## config.mk

```make
export PLATFORM = sky130hd
export DESIGN_NAME = iter_divider
export DESIGN_NICKNAME = d
export VERILOG_FILES = /design/src/rtl/iter_divider.sv
export SDC_FILE = /design/constraint.sdc
export NUM_CORES = 1
export LEC_CHECK = 0
export BUFFER_PORTS_ARGS = -buffer_cell sky130_fd_sc_hd__buf_2
export CAP_MARGIN = 20
export CORE_ASPECT_RATIO = 1.5
export CORE_UTILIZATION = 50
export CTS_CLUSTER_DIAMETER = 100
export DETAILED_ROUTE_END_ITERATION = 16
export PLACE_DENSITY = 0.74
export SYNTH_ARGS = -nofsm -noshare
export SYNTH_HDL_FRONTEND = slang
export SYNTH_SLANG_ARGS = --single-unit
```

## constraint.sdc

```tcl
create_clock -name clk -period 21.6 [get_ports clk]
set_clock_uncertainty 0.2 [all_clocks]
set_input_delay 3.24 -clock clk [delete_from_list [all_inputs] [get_ports clk]]
set_output_delay 3.24 -clock clk [all_outputs]
set_load 0.005 [all_outputs]
```

## src/rtl/iter_divider.sv

```systemverilog
// Iterative restoring radix-2 divider.
// Operands arrive on two independent valid/ready channels. Once both are
// present, one quotient bit is produced per cycle. The result is then
// presented with a single-cycle valid pulse. With SIGNED set, the divide
// follows two's-complement rules: the quotient is negative when the operand
// signs differ, and the remainder takes the sign of the dividend.
module iter_divider #(
    parameter int WIDTH  = 32,
    parameter int SIGNED = 0
) (
    input  logic                 clk,
    input  logic                 reset,
    input  logic [WIDTH-1:0]     s_axis_dividend_tdata,
    input  logic                 s_axis_dividend_tvalid,
    output logic                 s_axis_dividend_tready,
    input  logic [WIDTH-1:0]     s_axis_divisor_tdata,
    input  logic                 s_axis_divisor_tvalid,
    output logic                 s_axis_divisor_tready,
    output logic [2*WIDTH-1:0]   m_axis_dout_tdata,
    output logic                 m_axis_dout_tvalid
);

    localparam int CW       = $clog2(WIDTH + 1);
    localparam bit IsSigned = (SIGNED != 0);

    typedef enum logic [1:0] {
        IDLE,
        CALC,
        DONE
    } state_t;

    state_t             state_q, state_d;
    logic               dvdHeld_q, dvdHeld_d;
    logic               dvsHeld_q, dvsHeld_d;
    logic [WIDTH-1:0]   dvdReg_q, dvdReg_d;
    logic [WIDTH-1:0]   dvsReg_q, dvsReg_d;
    logic [WIDTH-1:0]   a_q, a_d;
    logic [WIDTH-1:0]   b_q, b_d;
    logic [WIDTH-1:0]   rem_q, rem_d;
    logic [CW-1:0]      count_q, count_d;
    logic               negQ_q, negQ_d;
    logic               negR_q, negR_d;
    logic [2*WIDTH-1:0] dout_q, dout_d;

    logic               dvdFire, dvsFire;
    logic [WIDTH-1:0]   dvdVal, dvsVal;
    logic               dvdNeg, dvsNeg;
    logic [WIDTH:0]     shifted, trial;
    logic               qBit;
    logic [WIDTH-1:0]   remStep, quoStep;
    logic [WIDTH-1:0]   quoFinal, remFinal;

    assign s_axis_dividend_tready = (state_q == IDLE) && !dvdHeld_q;
    assign s_axis_divisor_tready  = (state_q == IDLE) && !dvsHeld_q;
    assign m_axis_dout_tvalid     = (state_q == DONE);
    assign m_axis_dout_tdata      = dout_q;

    // Operand selection and one restoring step. The step is done at WIDTH+1
    // bits so that a full-width remainder shifted left keeps its top bit.
    always_comb begin
        dvdFire  = s_axis_dividend_tvalid && s_axis_dividend_tready;
        dvsFire  = s_axis_divisor_tvalid && s_axis_divisor_tready;
        dvdVal   = dvdHeld_q ? dvdReg_q : s_axis_dividend_tdata;
        dvsVal   = dvsHeld_q ? dvsReg_q : s_axis_divisor_tdata;
        dvdNeg   = IsSigned && dvdVal[WIDTH-1];
        dvsNeg   = IsSigned && dvsVal[WIDTH-1];
        shifted  = {rem_q, a_q[WIDTH-1]};
        trial    = shifted - {1'b0, b_q};
        qBit     = !trial[WIDTH];
        remStep  = qBit ? trial[WIDTH-1:0] : shifted[WIDTH-1:0];
        quoStep  = {a_q[WIDTH-2:0], qBit};
        quoFinal = negQ_q ? -quoStep : quoStep;
        remFinal = negR_q ? -remStep : remStep;
    end

    // Next-state logic: operand capture in IDLE, bit iteration in CALC and
    // a single result cycle in DONE.
    always_comb begin
        state_d   = state_q;
        dvdHeld_d = dvdHeld_q;
        dvsHeld_d = dvsHeld_q;
        dvdReg_d  = dvdReg_q;
        dvsReg_d  = dvsReg_q;
        a_d       = a_q;
        b_d       = b_q;
        rem_d     = rem_q;
        count_d   = count_q;
        negQ_d    = negQ_q;
        negR_d    = negR_q;
        dout_d    = dout_q;
        unique case (state_q)
            IDLE: begin
                if (dvdFire) begin
                    dvdReg_d  = s_axis_dividend_tdata;
                    dvdHeld_d = 1'b1;
                end
                if (dvsFire) begin
                    dvsReg_d  = s_axis_divisor_tdata;
                    dvsHeld_d = 1'b1;
                end
                if ((dvdHeld_q || dvdFire) && (dvsHeld_q || dvsFire)) begin
                    a_d       = dvdNeg ? -dvdVal : dvdVal;
                    b_d       = dvsNeg ? -dvsVal : dvsVal;
                    rem_d     = '0;
                    count_d   = CW'(WIDTH);
                    negQ_d    = dvdNeg ^ dvsNeg;
                    negR_d    = dvdNeg;
                    dvdHeld_d = 1'b0;
                    dvsHeld_d = 1'b0;
                    state_d   = CALC;
                end
            end
            CALC: begin
                rem_d   = remStep;
                a_d     = quoStep;
                count_d = count_q - CW'(1);
                if (count_q == CW'(1)) begin
                    dout_d  = {quoFinal, remFinal};
                    state_d = DONE;
                end
            end
            DONE: begin
                state_d = IDLE;
            end
            default: begin
                state_d = IDLE;
            end
        endcase
    end

    // State register with asynchronous clear; the result register is only
    // cleared by reset and otherwise holds until the next result.
    always_ff @(posedge clk or posedge reset) begin
        if (reset) begin
            state_q   <= IDLE;
            dvdHeld_q <= 1'b0;
            dvsHeld_q <= 1'b0;
            dvdReg_q  <= '0;
            dvsReg_q  <= '0;
            a_q       <= '0;
            b_q       <= '0;
            rem_q     <= '0;
            count_q   <= '0;
            negQ_q    <= 1'b0;
            negR_q    <= 1'b0;
            dout_q    <= '0;
        end else begin
            state_q   <= state_d;
            dvdHeld_q <= dvdHeld_d;
            dvsHeld_q <= dvsHeld_d;
            dvdReg_q  <= dvdReg_d;
            dvsReg_q  <= dvsReg_d;
            a_q       <= a_d;
            b_q       <= b_d;
            rem_q     <= rem_d;
            count_q   <= count_d;
            negQ_q    <= negQ_d;
            negR_q    <= negR_d;
            dout_q    <= dout_d;
        end
    end

endmodule

```

==> results of run 1 <==
==> area by class of cell <==
class / count / area [µm²] / share of cell area (%)
Clock inverter: 6 / 30.0 / 0.225
Timing Repair Buffer: 146 / 781 / 5.84
Multi-Input combinational cell: 821 / 5490 / 41.0
Tap cell: 315 / 394 / 2.95
Sequential cell: 234 / 5860 / 43.8
Clock buffer: 32 / 659 / 4.93
Antenna cell: 2 / 5.00 / 0.0374
Inverter: 41 / 161 / 1.21
==> flip-flops by register name (all words and copies together) (netlist names) <==
| signal | cells |
|---|---|
| a_q | 32 |
| b_q | 32 |
| count_q | 6 |
| dvdHeld_q | 1 |
| dvdReg_q | 32 |
| dvsHeld_q | 1 |
| dvsReg_q | 32 |
| m_axis_dout_tdata | 64 |
| rem_q | 32 |
| state_q | 2 |
==> through the flow <==
step / worst slack [ns] / power (mW) / hold WS, ns / area, µm²
6_report: 16.22 / 2.52 / 0.274 / 13400
5_1_grt: 16.10 / 2.73 / 0.295 / 13400
4_1_cts: 16.19 / 2.55 / 0.277 / 13300
3_5_place_dp: 16.12 / 2.17 / 0.257 / 12700
3_3_place_gp: 16.15 / 2.13 / 0.254 / 12700
2_1_floorplan: 11.74 / 1.80 / 0.246 / 11700
==> metal layers <==
metal  share of wire [%]  up-vias  global-route usage [%]  routed length [µm]
li1                    -     4285                       -                   -
met1                  40     4282                    26.0               10700
met2                  53      171                    42.8               14200
met3                 4.4       43                    3.82                1180
met4                 2.5        4                    6.96                 657
met5               0.067        -                       0                  18
==> synthesized netlist by cell type, drive strengths merged, types with 2 or more instances <==
cell	count	area share [%]
nand2	206	6.6
o211a	2	0.17
o41ai	2	0.15
or2	2	0.11
nor3	13	0.55
buf	13	0.63
o2111ai	3	0.22
nor2	49	1.6
nand2b	6	0.32
nor2b	7	0.37
a221o	18	1.5
o21ai	115	4.9
a21o	15	0.96
a2bb2oi	2	0.15
nand3b	2	0.13
nand3	43	1.9
mux2	67	6.4
ha	34	3.6
a21oi	38	1.6
clkbuf	54	1.7
o221a	12	1.2
inv	41	1.3
o22ai	2	0.11
a31oi	10	0.53
o21bai	2	0.13
xnor2	18	1.3
o21a	5	0.32
and3	5	0.27
o31ai	4	0.26
nand4	4	0.21
or3	3	0.16
xor2	10	0.81
dfrtp	234	50
mux2i	88	7.5
nor4	2	0.11
o211ai	11	0.70
and2	4	0.21
a211oi	4	0.26
==> cells by family (layout without fill, tap and decap cells) <==
family	Yosys count	count (layout)	synth area share, %
xor+xnor	28	28	2.15
buf+inv	108	225	3.67
flops	234	234	49.9
compound gates	253	253	13.8
mux	155	155	13.9
other cells	0	2	0
fa+ha+maj	35	35	3.79
simple gates	350	350	12.8
==> how the worst max path moves through the flow <==
| stage | from | endpoint | slack, ns | cells past startpoint |
|---|---|---|---|---|
| floorplan | reset | a_q[0]$_DFFE_PP0P_ | 11.74 | 1 |
| global placement | reset | m_axis_dout_tdata[43]$_DFFE_PP0P_ | 16.15 | 3 |
| detailed placement | reset | m_axis_dout_tdata[41]$_DFFE_PP0P_ | 16.12 | 3 |
| CTS | dvdHeld_q$_DFFE_PP0P_ | s_axis_dividend_tready | 16.19 | 2 |
| global route | dvdHeld_q$_DFFE_PP0P_ | s_axis_dividend_tready | 16.10 | 2 |
| finish | dvdHeld_q$_DFFE_PP0P_ | s_axis_dividend_tready | 16.22 | 2 |
==> power breakdown <==
part / total, mW / leakage [nW] / switching, mW / internal, mW
Sequential: 0.801 / 2.92 / 0.148 / 0.652
Combinational: 1.35 / 3.15 / 0.766 / 0.585
Clock: 0.370 / 0.348 / 0.159 / 0.211
Total: 2.52 / 6.42 / 1.07 / 1.45
==> worst max-delay path: cells and delay by family (launching register included) <==
kind / cells / cell delay (ns)
flops: 1 / 1.02
simple gates: 1 / 0.23
buf+inv: 1 / 0.19
==> flow_summary.html, run 1 <==
<table>
<tr><th>Metric</th><th>Value</th></tr>
<tr><th colspan="2">Logic synthesis</th></tr>
<tr><td>EDFF count, synth</td><td>0</td></tr>
<tr><td>Yosys reg bits</td><td>234</td></tr>
<tr><td>Yosys Warn Count</td><td>0</td></tr>
<tr><td>Synthesized area per cell</td><td>10.1 µm²</td></tr>
<tr><td>Fraction of registers with async set or reset after synthesis</td><td>100%</td></tr>
<tr><td>Mapped Area</td><td>11700 µm²</td></tr>
<tr><td>Distinct cell type count of the synthesized netlist</td><td>59</td></tr>
<tr><td>Top flip-flop cell by instance count after synthesis</td><td>sky130_fd_sc_hd__dfrtp_1</td></tr>
<tr><td>Count of mapped cells out of synthesis</td><td>1163</td></tr>
<tr><td>Net count of the mapped netlist</td><td>1266</td></tr>
<tr><td>Sequential-to-total area share from yosys stat</td><td>49.9%</td></tr>
<tr><th colspan="2">Die</th></tr>
<tr><td>Horizontal die dimension</td><td>around 130 µm</td></tr>
<tr><td>Die area</td><td>24100 µm²</td></tr>
<tr><td>Num ports</td><td>roughly 140</td></tr>
<tr><td>Starting density of the core</td><td>50.9%</td></tr>
<tr><td>Number of cell rows</td><td>68</td></tr>
<tr><td>Die outline height</td><td>about 190 µm</td></tr>
<tr><td>Area of the core</td><td>23100 µm²</td></tr>
<tr><th colspan="2">Critical path</th></tr>
<tr><td>Critical path data arrival time</td><td>1.94 ns</td></tr>
<tr><td>CP Max Fanout</td><td>35</td></tr>
<tr><td>Crit start category</td><td>flop</td></tr>
<tr><td>Slowest cell on crit path</td><td>sky130_fd_sc_hd__dfrtp_2</td></tr>
<tr><td>WP data required</td><td>about 18 ns</td></tr>
<tr><td>Critical path endpoint category</td><td>output port</td></tr>
<tr><td>Critical Path Max Stage Delay</td><td>about 1.0 ns</td></tr>
<tr><td>Worst reg-to-reg setup slack</td><td>17.61 ns</td></tr>
<tr><td>Depth of the worst register-to-register path</td><td>12</td></tr>
<tr><td>Beginning of the worst register-to-register path</td><td>a_q[31]$_DFFE_PP0P_</td></tr>
<tr><td>Category of the critical setup timing path</td><td>reg2out</td></tr>
<tr><td>Cell-by-cell trace of the critical path</td><td>nor3_1 &gt; buf_2</td></tr>
<tr><td>Worst R2R End</td><td>rem_q[17]$_DFFE_PP0P_</td></tr>
<tr><th colspan="2">Drt</th></tr>
<tr><td>Remaining antenna violation count after routing</td><td>0</td></tr>
<tr><td>Wirelength per Cell</td><td>~17 µm</td></tr>
<tr><td>Final routed wirelength across all metal layers</td><td>26700 µm</td></tr>
<tr><td>Iteration count of the initial detailed-routing pass</td><td>5</td></tr>
<tr><td>Number of violations reported at the end of detailed-routing iteration 0</td><td>~420</td></tr>
<tr><td>Number of remaining DRC errors</td><td>0</td></tr>
<tr><td>Average via count per standard cell</td><td>5.50</td></tr>
<tr><td>Vias after detailed routing</td><td>between 8000 and 9000</td></tr>
<tr><th colspan="2">Global routing</th></tr>
<tr><td>Number of global-route vias before repair</td><td>between 8000 and 9000</td></tr>
<tr><td>Grt ovf</td><td>0</td></tr>
<tr><td>Total routing resource utilization after global routing</td><td>22.7%</td></tr>
<tr><td>Antenna violations before repair</td><td>4</td></tr>
<tr><td>Global-route wire length before repair</td><td>43900 µm</td></tr>
<tr><td>Pin count of the biggest net entering global routing</td><td>148</td></tr>
<tr><th colspan="2">STA</th></tr>
<tr><td>Final total negative setup slack</td><td>0 ns</td></tr>
<tr><td>Final period util</td><td>24.9%</td></tr>
<tr><td>Final setup violating endpoints</td><td>0</td></tr>
<tr><td>Slew headroom</td><td>32.7%</td></tr>
<tr><td>Post-layout min period</td><td>5.38 ns</td></tr>
<tr><td>Final Max Tran Viols</td><td>0</td></tr>
<tr><td>Actual transition at the worst max-transition pin</td><td>1.01 ns</td></tr>
<tr><td>RSZ-0062 raised after global routing</td><td>no</td></tr>
<tr><td>Final hold viol count</td><td>0</td></tr>
<tr><td>Fmax achieved</td><td>186 MHz</td></tr>
<tr><th colspan="2">Layout</th></tr>
<tr><td>FILL cells</td><td>2023</td></tr>
<tr><td>Fraction of layout instances using a drive strength above 1</td><td>a little over a fifth</td></tr>
<tr><td>Relative area change from synthesis to final layout</td><td>13.9%</td></tr>
<tr><td>End-of-flow core utilization</td><td>58.0%</td></tr>
<tr><td>Commonest non-fill, non-tap cells in the layout</td><td>sky130_fd_sc_hd__dfrtp_1 (232), sky130_fd_sc_hd__nand2_1 (203), sky130_fd_sc_hd__buf_2 (134)</td></tr>
<tr><td>Most frequent standard cell in the layout excluding fill and tap cells</td><td>sky130_fd_sc_hd__dfrtp_1</td></tr>
<tr><td>Net total in the final layout</td><td>1369</td></tr>
<tr><td>Final cell count without fillers</td><td>1597</td></tr>
<tr><th colspan="2">Clocking</th></tr>
<tr><td>Clk_lat worst skew</td><td>0.50 ns</td></tr>
<tr><td>CTS clock-pin slew for the worst setup and hold paths</td><td>0.06 ns</td></tr>
<tr><td>CTS hold repair buffers</td><td>0</td></tr>
<tr><td>Clk Tree Root Cell</td><td>sky130_fd_sc_hd__clkbuf_16</td></tr>
<tr><td>Resized cells post-CTS</td><td>0</td></tr>
<tr><td>Number of post-CTS setup repair buffers</td><td>0</td></tr>
<tr><td>Clock H-tree levels</td><td>1</td></tr>
<tr><td>Number of clock sinks</td><td>234</td></tr>
<tr><td>TritonCTS clock tree</td><td>yes</td></tr>
<tr><td>Number of buffers added by the clock tree synthesis step</td><td>22</td></tr>
<tr><td>Maximum buffer depth of the clock tree</td><td>3</td></tr>
<tr><th colspan="2">Worst hold path</th></tr>
<tr><td>Hold path endpoint</td><td>m_axis_dout_tdata[28]$_DFFE_PP0P_</td></tr>
<tr><td>Class of the most critical hold timing path</td><td>reg2reg</td></tr>
<tr><td>Critical hold path startpoint</td><td>m_axis_dout_tdata[28]$_DFFE_PP0P_</td></tr>
<tr><td>Cell count of the worst hold path</td><td>2</td></tr>
<tr><th colspan="2">Run status</th></tr>
<tr><td>Outcome</td><td>finished clean</td></tr>
<tr><th colspan="2">Power</th></tr>
<tr><td>Leakage power</td><td>between 6 and 7 nW</td></tr>
<tr><td>Worst vdd ir</td><td>0.0928 mV</td></tr>
<tr><td>Ratio of total power to cell area</td><td>around 190 nW/µm²</td></tr>
<tr><th colspan="2">Placement</th></tr>
<tr><td>Count of buffers from port buffering</td><td>134</td></tr>
<tr><td>Post-DP HPWL</td><td>19100 µm</td></tr>
<tr><td>Placed Cells incl. Taps</td><td>between 1500 and 2000</td></tr>
<tr><td>RePlAce Congestion</td><td>0.903</td></tr>
<tr><th colspan="2">Run</th></tr>
<tr><td>Max Cap Viol</td><td>0</td></tr>
</table>
Power figures use the tool's default switching activity.
==> run 2: changes to the inputs <==
- ABC_AREA: unset -> 1
- PLACE_DENSITY: 0.74 -> 0.76
- clock period: 21.6 -> 4.5 ns (I/O delays scaled with it)
==> run 2 against run 1 <==
Sequential power rose to 2.6 times the previous value. Die area rose by 8.9%. Power rose by 68%. Combinational power down 92%. Critical path depth up 16. Global-route usage up 3.8 points. Design area up 8.5%. First-iteration DRC count up 48%. Critical endpoint is now m_axis_dout_tdata[28]$_DFFE_PP0P_. Largest power group is now sequential cells.
==> flow_summary.html, run 2 <==
<table>
<tr><th>Metric</th><th>Value</th></tr>
<tr><th colspan="2">Critical path</th></tr>
<tr><td>Critical path endpoint category</td><td>flop</td></tr>
<tr><td>Most frequent cell on the critical path</td><td>sky130_fd_sc_hd__nand2_1</td></tr>
<tr><td>Depth of the worst register-to-register path</td><td>18 (+6)</td></tr>
<tr><td>WP data required</td><td>4.76 ns (-13.40 ns)</td></tr>
<tr><td>Top cell family by delay on the critical path</td><td>simple AND/OR/NAND/NOR gates</td></tr>
<tr><td>Slowest cell on crit path</td><td>sky130_fd_sc_hd__nand2_4</td></tr>
<tr><td>CP Max Fanout</td><td>34 (-2.9%)</td></tr>
<tr><td>Worst reg-to-reg setup slack</td><td>1.28 ns (-16.33 ns)</td></tr>
<tr><td>Category of the critical setup timing path</td><td>reg2reg</td></tr>
<tr><td>Beginning of the worst register-to-register path</td><td>a_q[31]$_DFFE_PP0P_</td></tr>
<tr><td>Worst R2R End</td><td>m_axis_dout_tdata[28]$_DFFE_PP0P_</td></tr>
<tr><td>Critical path data arrival time</td><td>3.47 ns (+1.53 ns)</td></tr>
<tr><td>Critical Path Max Stage Delay</td><td>0.46 ns (-0.56 ns)</td></tr>
<tr><td>Crit start category</td><td>flop</td></tr>
<tr><td>Count of buffering cells on the critical path with inverters included</td><td>2 (+1)</td></tr>
<tr><td>Cell-by-cell trace of the critical path</td><td>inv_1 &gt; ha_1 &gt; fa_1 &gt; inv_1 &gt; nand2_1 &gt; nand2_1 &gt; nand3_1 &gt; nand2_1 &gt; nand2_1 &gt; nand2_2 &gt; nand2_2 &gt; nand2_2 &gt; nand2_4 &gt; nand2_4 &gt; nand2_1 &gt; nand2_1 &gt; nand2_1 &gt; nand2_1</td></tr>
<tr><th colspan="2">STA</th></tr>
<tr><td>Final hold viol count</td><td>0 (unchanged)</td></tr>
<tr><td>Actual transition at the worst max-transition pin</td><td>0.908 ns (-0.101 ns)</td></tr>
<tr><td>Final Max Tran Viols</td><td>0 (unchanged)</td></tr>
<tr><td>Post-layout min period</td><td>3.22 ns</td></tr>
<tr><td>RSZ-0062 raised after global routing</td><td>no</td></tr>
<tr><td>Final total negative setup slack</td><td>0 ns (unchanged)</td></tr>
<tr><td>Slew headroom</td><td>39.5% (+6.7 points)</td></tr>
<tr><td>Final setup violating endpoints</td><td>0 (unchanged)</td></tr>
<tr><td>Final period util</td><td>just over 70%</td></tr>
<tr><td>Fmax achieved</td><td>approximately 310 MHz</td></tr>
<tr><th colspan="2">Logic synthesis</th></tr>
<tr><td>Distinct cell type count of the synthesized netlist</td><td>38 (-36%)</td></tr>
<tr><td>Mapped Area</td><td>12800 µm² (+9.1%)</td></tr>
<tr><td>Yosys reg bits</td><td>234 (unchanged)</td></tr>
<tr><td>Simple-gate share of the synthesized area</td><td>26.9% (+14 points)</td></tr>
<tr><td>Top cell type's share of synthesized area</td><td>45.7% (-4.1 points)</td></tr>
<tr><td>Multiplexer share of the synthesized area</td><td>0% (-14 points)</td></tr>
<tr><td>Yosys Warn Count</td><td>0 (unchanged)</td></tr>
<tr><td>Post-Synth XOR/XNOR Area</td><td>1.16% (-0.99 points)</td></tr>
<tr><td>Count of mapped cells out of synthesis</td><td>1733 (+49%)</td></tr>
<tr><td>Synthesized area per cell</td><td>7.39 µm² (-27%)</td></tr>
<tr><td>Top flip-flop cell by instance count after synthesis</td><td>sky130_fd_sc_hd__dfrtp_1</td></tr>
<tr><td>Main combinational cell family by area after synthesis</td><td>simple AND/OR/NAND/NOR gates</td></tr>
<tr><td>Sequential-to-total area share from yosys stat</td><td>45.7% (-4.1 points)</td></tr>
<tr><td>EDFF count, synth</td><td>0 (unchanged)</td></tr>
<tr><td>Most numerous cell in the Yosys netlist</td><td>sky130_fd_sc_hd__nand2_1</td></tr>
<tr><td>Post-synthesis cell type with the largest combined area</td><td>sky130_fd_sc_hd__dfrtp_1</td></tr>
<tr><td>Fraction of registers with async set or reset after synthesis</td><td>100% (unchanged)</td></tr>
<tr><td>Compound-gate portion of the synthesized area</td><td>11.7% (-2.1 points)</td></tr>
<tr><td>Net count of the mapped netlist</td><td>1836 (+45%)</td></tr>
<tr><td>Adder and majority cell fraction of the synthesized area</td><td>3.48% (-0.32 points)</td></tr>
<tr><td>Leading post-synthesis cells by cell area</td><td>sky130_fd_sc_hd__dfrtp_1 (46%), sky130_fd_sc_hd__nand2_1 (18%), sky130_fd_sc_hd__inv_1 (8.3%)</td></tr>
<tr><td>Most instantiated cells after synthesis</td><td>sky130_fd_sc_hd__nand2_1 (627), sky130_fd_sc_hd__inv_1 (282), sky130_fd_sc_hd__dfrtp_1 (234), sky130_fd_sc_hd__o21ai_0 (149), sky130_fd_sc_hd__nand3_1 (90)</td></tr>
<tr><th colspan="2">Global routing</th></tr>
<tr><td>Global-route wire length before repair</td><td>55400 µm (+26%)</td></tr>
<tr><td>Antenna violations before repair</td><td>0 (-4)</td></tr>
<tr><td>Number of global-route vias before repair</td><td>11300 (+27%)</td></tr>
<tr><td>Grt ovf</td><td>0 (unchanged)</td></tr>
<tr><td>Pin count of the biggest net entering global routing</td><td>104 (-30%)</td></tr>
<tr><td>Total routing resource utilization after global routing</td><td>26.6% (+3.8 points)</td></tr>
<tr><th colspan="2">Die</th></tr>
<tr><td>Num ports</td><td>135 (unchanged)</td></tr>
<tr><td>Die outline height</td><td>198 µm (+4.4%)</td></tr>
<tr><td>Horizontal die dimension</td><td>133 µm (+4.4%)</td></tr>
<tr><td>Die area</td><td>26300 µm² (+8.9%)</td></tr>
<tr><td>Area of the core</td><td>25100 µm² (+9.0%)</td></tr>
<tr><td>Number of cell rows</td><td>71 (+4.4%)</td></tr>
<tr><td>Starting density of the core</td><td>50.9% (about the same)</td></tr>
<tr><th colspan="2">Drt</th></tr>
<tr><td>Top layer in use</td><td>met4</td></tr>
<tr><td>Number of violations reported at the end of detailed-routing iteration 0</td><td>624 (+48%)</td></tr>
<tr><td>Iteration count of the initial detailed-routing pass</td><td>5 (unchanged)</td></tr>
<tr><td>Number of remaining DRC errors</td><td>0 (unchanged)</td></tr>
<tr><td>Average via count per standard cell</td><td>5.19 (-5.6%)</td></tr>
<tr><td>Vias after detailed routing</td><td>11300 (+29%)</td></tr>
<tr><td>Met2 WL post-DR</td><td>17600 µm (+24%)</td></tr>
<tr><td>M1 wire length</td><td>13000 µm (+22%)</td></tr>
<tr><td>Remaining antenna violation count after routing</td><td>0 (unchanged)</td></tr>
<tr><td>Final routed wirelength across all metal layers</td><td>33600 µm (+26%)</td></tr>
<tr><td>Wirelength per Cell</td><td>15.4 µm (-8.0%)</td></tr>
<tr><td>Wire length on met3</td><td>1250 µm (+5.5%)</td></tr>
<tr><th colspan="2">Clocking</th></tr>
<tr><td>CTS clock-pin slew for the worst setup and hold paths</td><td>0.06 ns (about the same)</td></tr>
<tr><td>Clk_lat worst skew</td><td>0.53 ns (+0.03 ns)</td></tr>
<tr><td>Clk Tree Root Cell</td><td>sky130_fd_sc_hd__clkbuf_16</td></tr>
<tr><td>Number of clock sinks</td><td>234 (unchanged)</td></tr>
<tr><td>TritonCTS clock tree</td><td>yes</td></tr>
<tr><td>Clock H-tree levels</td><td>1 (unchanged)</td></tr>
<tr><td>Maximum buffer depth of the clock tree</td><td>3 (unchanged)</td></tr>
<tr><td>Number of buffers added by the clock tree synthesis step</td><td>24 (+9.1%)</td></tr>
<tr><td>Resized cells post-CTS</td><td>0 (unchanged)</td></tr>
<tr><th colspan="2">Run status</th></tr>
<tr><td>Outcome</td><td>finished clean</td></tr>
<tr><th colspan="2">Power</th></tr>
<tr><td>Share of total power consumed by net switching</td><td>21.6% (-21 points)</td></tr>
<tr><td>Leakage power</td><td>8.17 nW (+27%)</td></tr>
<tr><td>Overall power after layout</td><td>4.23 mW (+68%)</td></tr>
<tr><td>Net switching power</td><td>915 µW (-15%)</td></tr>
<tr><td>Ratio of total power to cell area</td><td>291 nW/µm² (+54%)</td></tr>
<tr><td>Pint</td><td>3.31 mW (+130%)</td></tr>
<tr><td>Share of total power in the clock network</td><td>47.8% (+33 points)</td></tr>
<tr><td>Portion of total power attributed to sequential cells</td><td>49.8% (+18 points)</td></tr>
<tr><td>Combinational share of power</td><td>2.5% (-51 points)</td></tr>
<tr><td>Worst vdd ir</td><td>0.286 mV (+210%)</td></tr>
<tr><th colspan="2">Worst hold path</th></tr>
<tr><td>Hold path endpoint</td><td>dvdReg_q[26]$_DFFE_PP0P_</td></tr>
<tr><td>Critical hold path startpoint</td><td>s_axis_dividend_tdata[26]</td></tr>
<tr><td>Class of the most critical hold timing path</td><td>in2reg</td></tr>
<tr><td>Cell count of the worst hold path</td><td>3 (+1)</td></tr>
<tr><th colspan="2">Layout</th></tr>
<tr><td>Final cell count without fillers</td><td>2181 (+37%)</td></tr>
<tr><td>End-of-flow core utilization</td><td>57.7% (-0.29 points)</td></tr>
<tr><td>Fraction of layout instances using a drive strength above 1</td><td>11.5% (-9.8 points)</td></tr>
<tr><td>Relative area change from synthesis to final layout</td><td>13.3%</td></tr>
<tr><td>Most frequent standard cell in the layout excluding fill and tap cells</td><td>sky130_fd_sc_hd__nand2_1</td></tr>
<tr><td>FILL cells</td><td>2369 (+17%)</td></tr>
<tr><td>Number of flip-flops in the largest register</td><td>64 (unchanged)</td></tr>
<tr><td>Antenna Diode Count</td><td>0 (-2)</td></tr>
<tr><td>Net total in the final layout</td><td>1941 (+42%)</td></tr>
<tr><td>Commonest non-fill, non-tap cells in the layout</td><td>sky130_fd_sc_hd__nand2_1 (626), sky130_fd_sc_hd__inv_1 (280), sky130_fd_sc_hd__dfrtp_1 (234)</td></tr>
<tr><th colspan="2">Placement</th></tr>
<tr><td>Count of buffers from port buffering</td><td>134 (unchanged)</td></tr>
<tr><td>Placed Cells incl. Taps</td><td>2139 (+37%)</td></tr>
<tr><td>RePlAce Congestion</td><td>0.981 (+8.7%)</td></tr>
<tr><td>Post-DP HPWL</td><td>24500 µm (+28%)</td></tr>
<tr><th colspan="2">Run</th></tr>
<tr><td>Max Cap Viol</td><td>0 (unchanged)</td></tr>
</table>
==> run 2: power by group through the flow <==
stage          Combinational (mW)  Sequential (mW)  Clock [mW]
2_1_floorplan              0.0552             2.14           0
3_3_place_gp                0.106             2.14           0
3_5_place_dp                0.108             2.14           0
4_1_cts                     0.109             2.10        2.06
5_1_grt                     0.124             2.10        2.15
6_report                    0.105             2.10        2.02
==> run 2: per-stage QoR <==
step	hold WS [ns]	instance area (µm²)	setup slack, ns
CTS	0.201	14500	1.26
detailed placement	0.262	13700	1.29
finish	0.217	14500	1.28
global placement	0.255	13700	1.40
global route	0.205	14500	1.02
floorplan	0.248	12800	0.561
==> run 2: worst max path at each step <==
stage | cells past startpoint | startpoint | slack [ns] | end
detailed placement | 18 | a_q[31]$_DFFE_PP0P_ | 1.29 | m_axis_dout_tdata[28]$_DFFE_PP0P_
global route | 18 | a_q[31]$_DFFE_PP0P_ | 1.02 | m_axis_dout_tdata[28]$_DFFE_PP0P_
floorplan | 1 | reset | 0.56 | a_q[0]$_DFFE_PP0P_
finish | 18 | a_q[31]$_DFFE_PP0P_ | 1.28 | m_axis_dout_tdata[28]$_DFFE_PP0P_
CTS | 18 | a_q[31]$_DFFE_PP0P_ | 1.26 | m_axis_dout_tdata[28]$_DFFE_PP0P_
global placement | 11 | s_axis_dividend_tvalid | 1.40 | b_q[23]$_DFFE_PP0P_
==> run 2: area by class of cell <==
| cell class | instances | area, µm² | area share [%] |
|---|---|---|---|
| sequential | 234 | 5860 | 40.4 |
| multi-input combinational | 1141 | 5550 | 38.2 |
| inverter | 287 | 1080 | 7.45 |
| timing repair buffer | 150 | 818 | 5.64 |
| clock buffer | 28 | 626 | 4.31 |
| tap | 328 | 410 | 2.83 |
| clock inverter | 13 | 169 | 1.16 |
==> run 2: worst min-delay path: stages <==
cell and delay [ns]:
sky130_fd_sc_hd__buf_2 0.09, sky130_fd_sc_hd__inv_1 0.05, sky130_fd_sc_hd__o21ai_0 0.07
==> run 2: metal layers <==
metal | vias to the layer above | track usage [%]
met5 | - | 0
met4 | 0 | 14.9
li1 | 5647 | -
met3 | 86 | 3.00
met2 | 278 | 49.5
met1 | 5313 | 29.2
==> run 2: kinds of logic after synthesis <==
kind of cell             Yosys count
AO/OA/AOI/OAI                    249
flip-flops                       234
adder cells (fa/ha/maj)           35
XOR/XNOR                          17
AND/OR/NAND/NOR                  840
buffers and inverters            358
==> run 2: what timing repair did <==
action,in CTS,in global routing
setup buffers,0,0
hold buffers,1,0
hold endpoints to repair,6,0
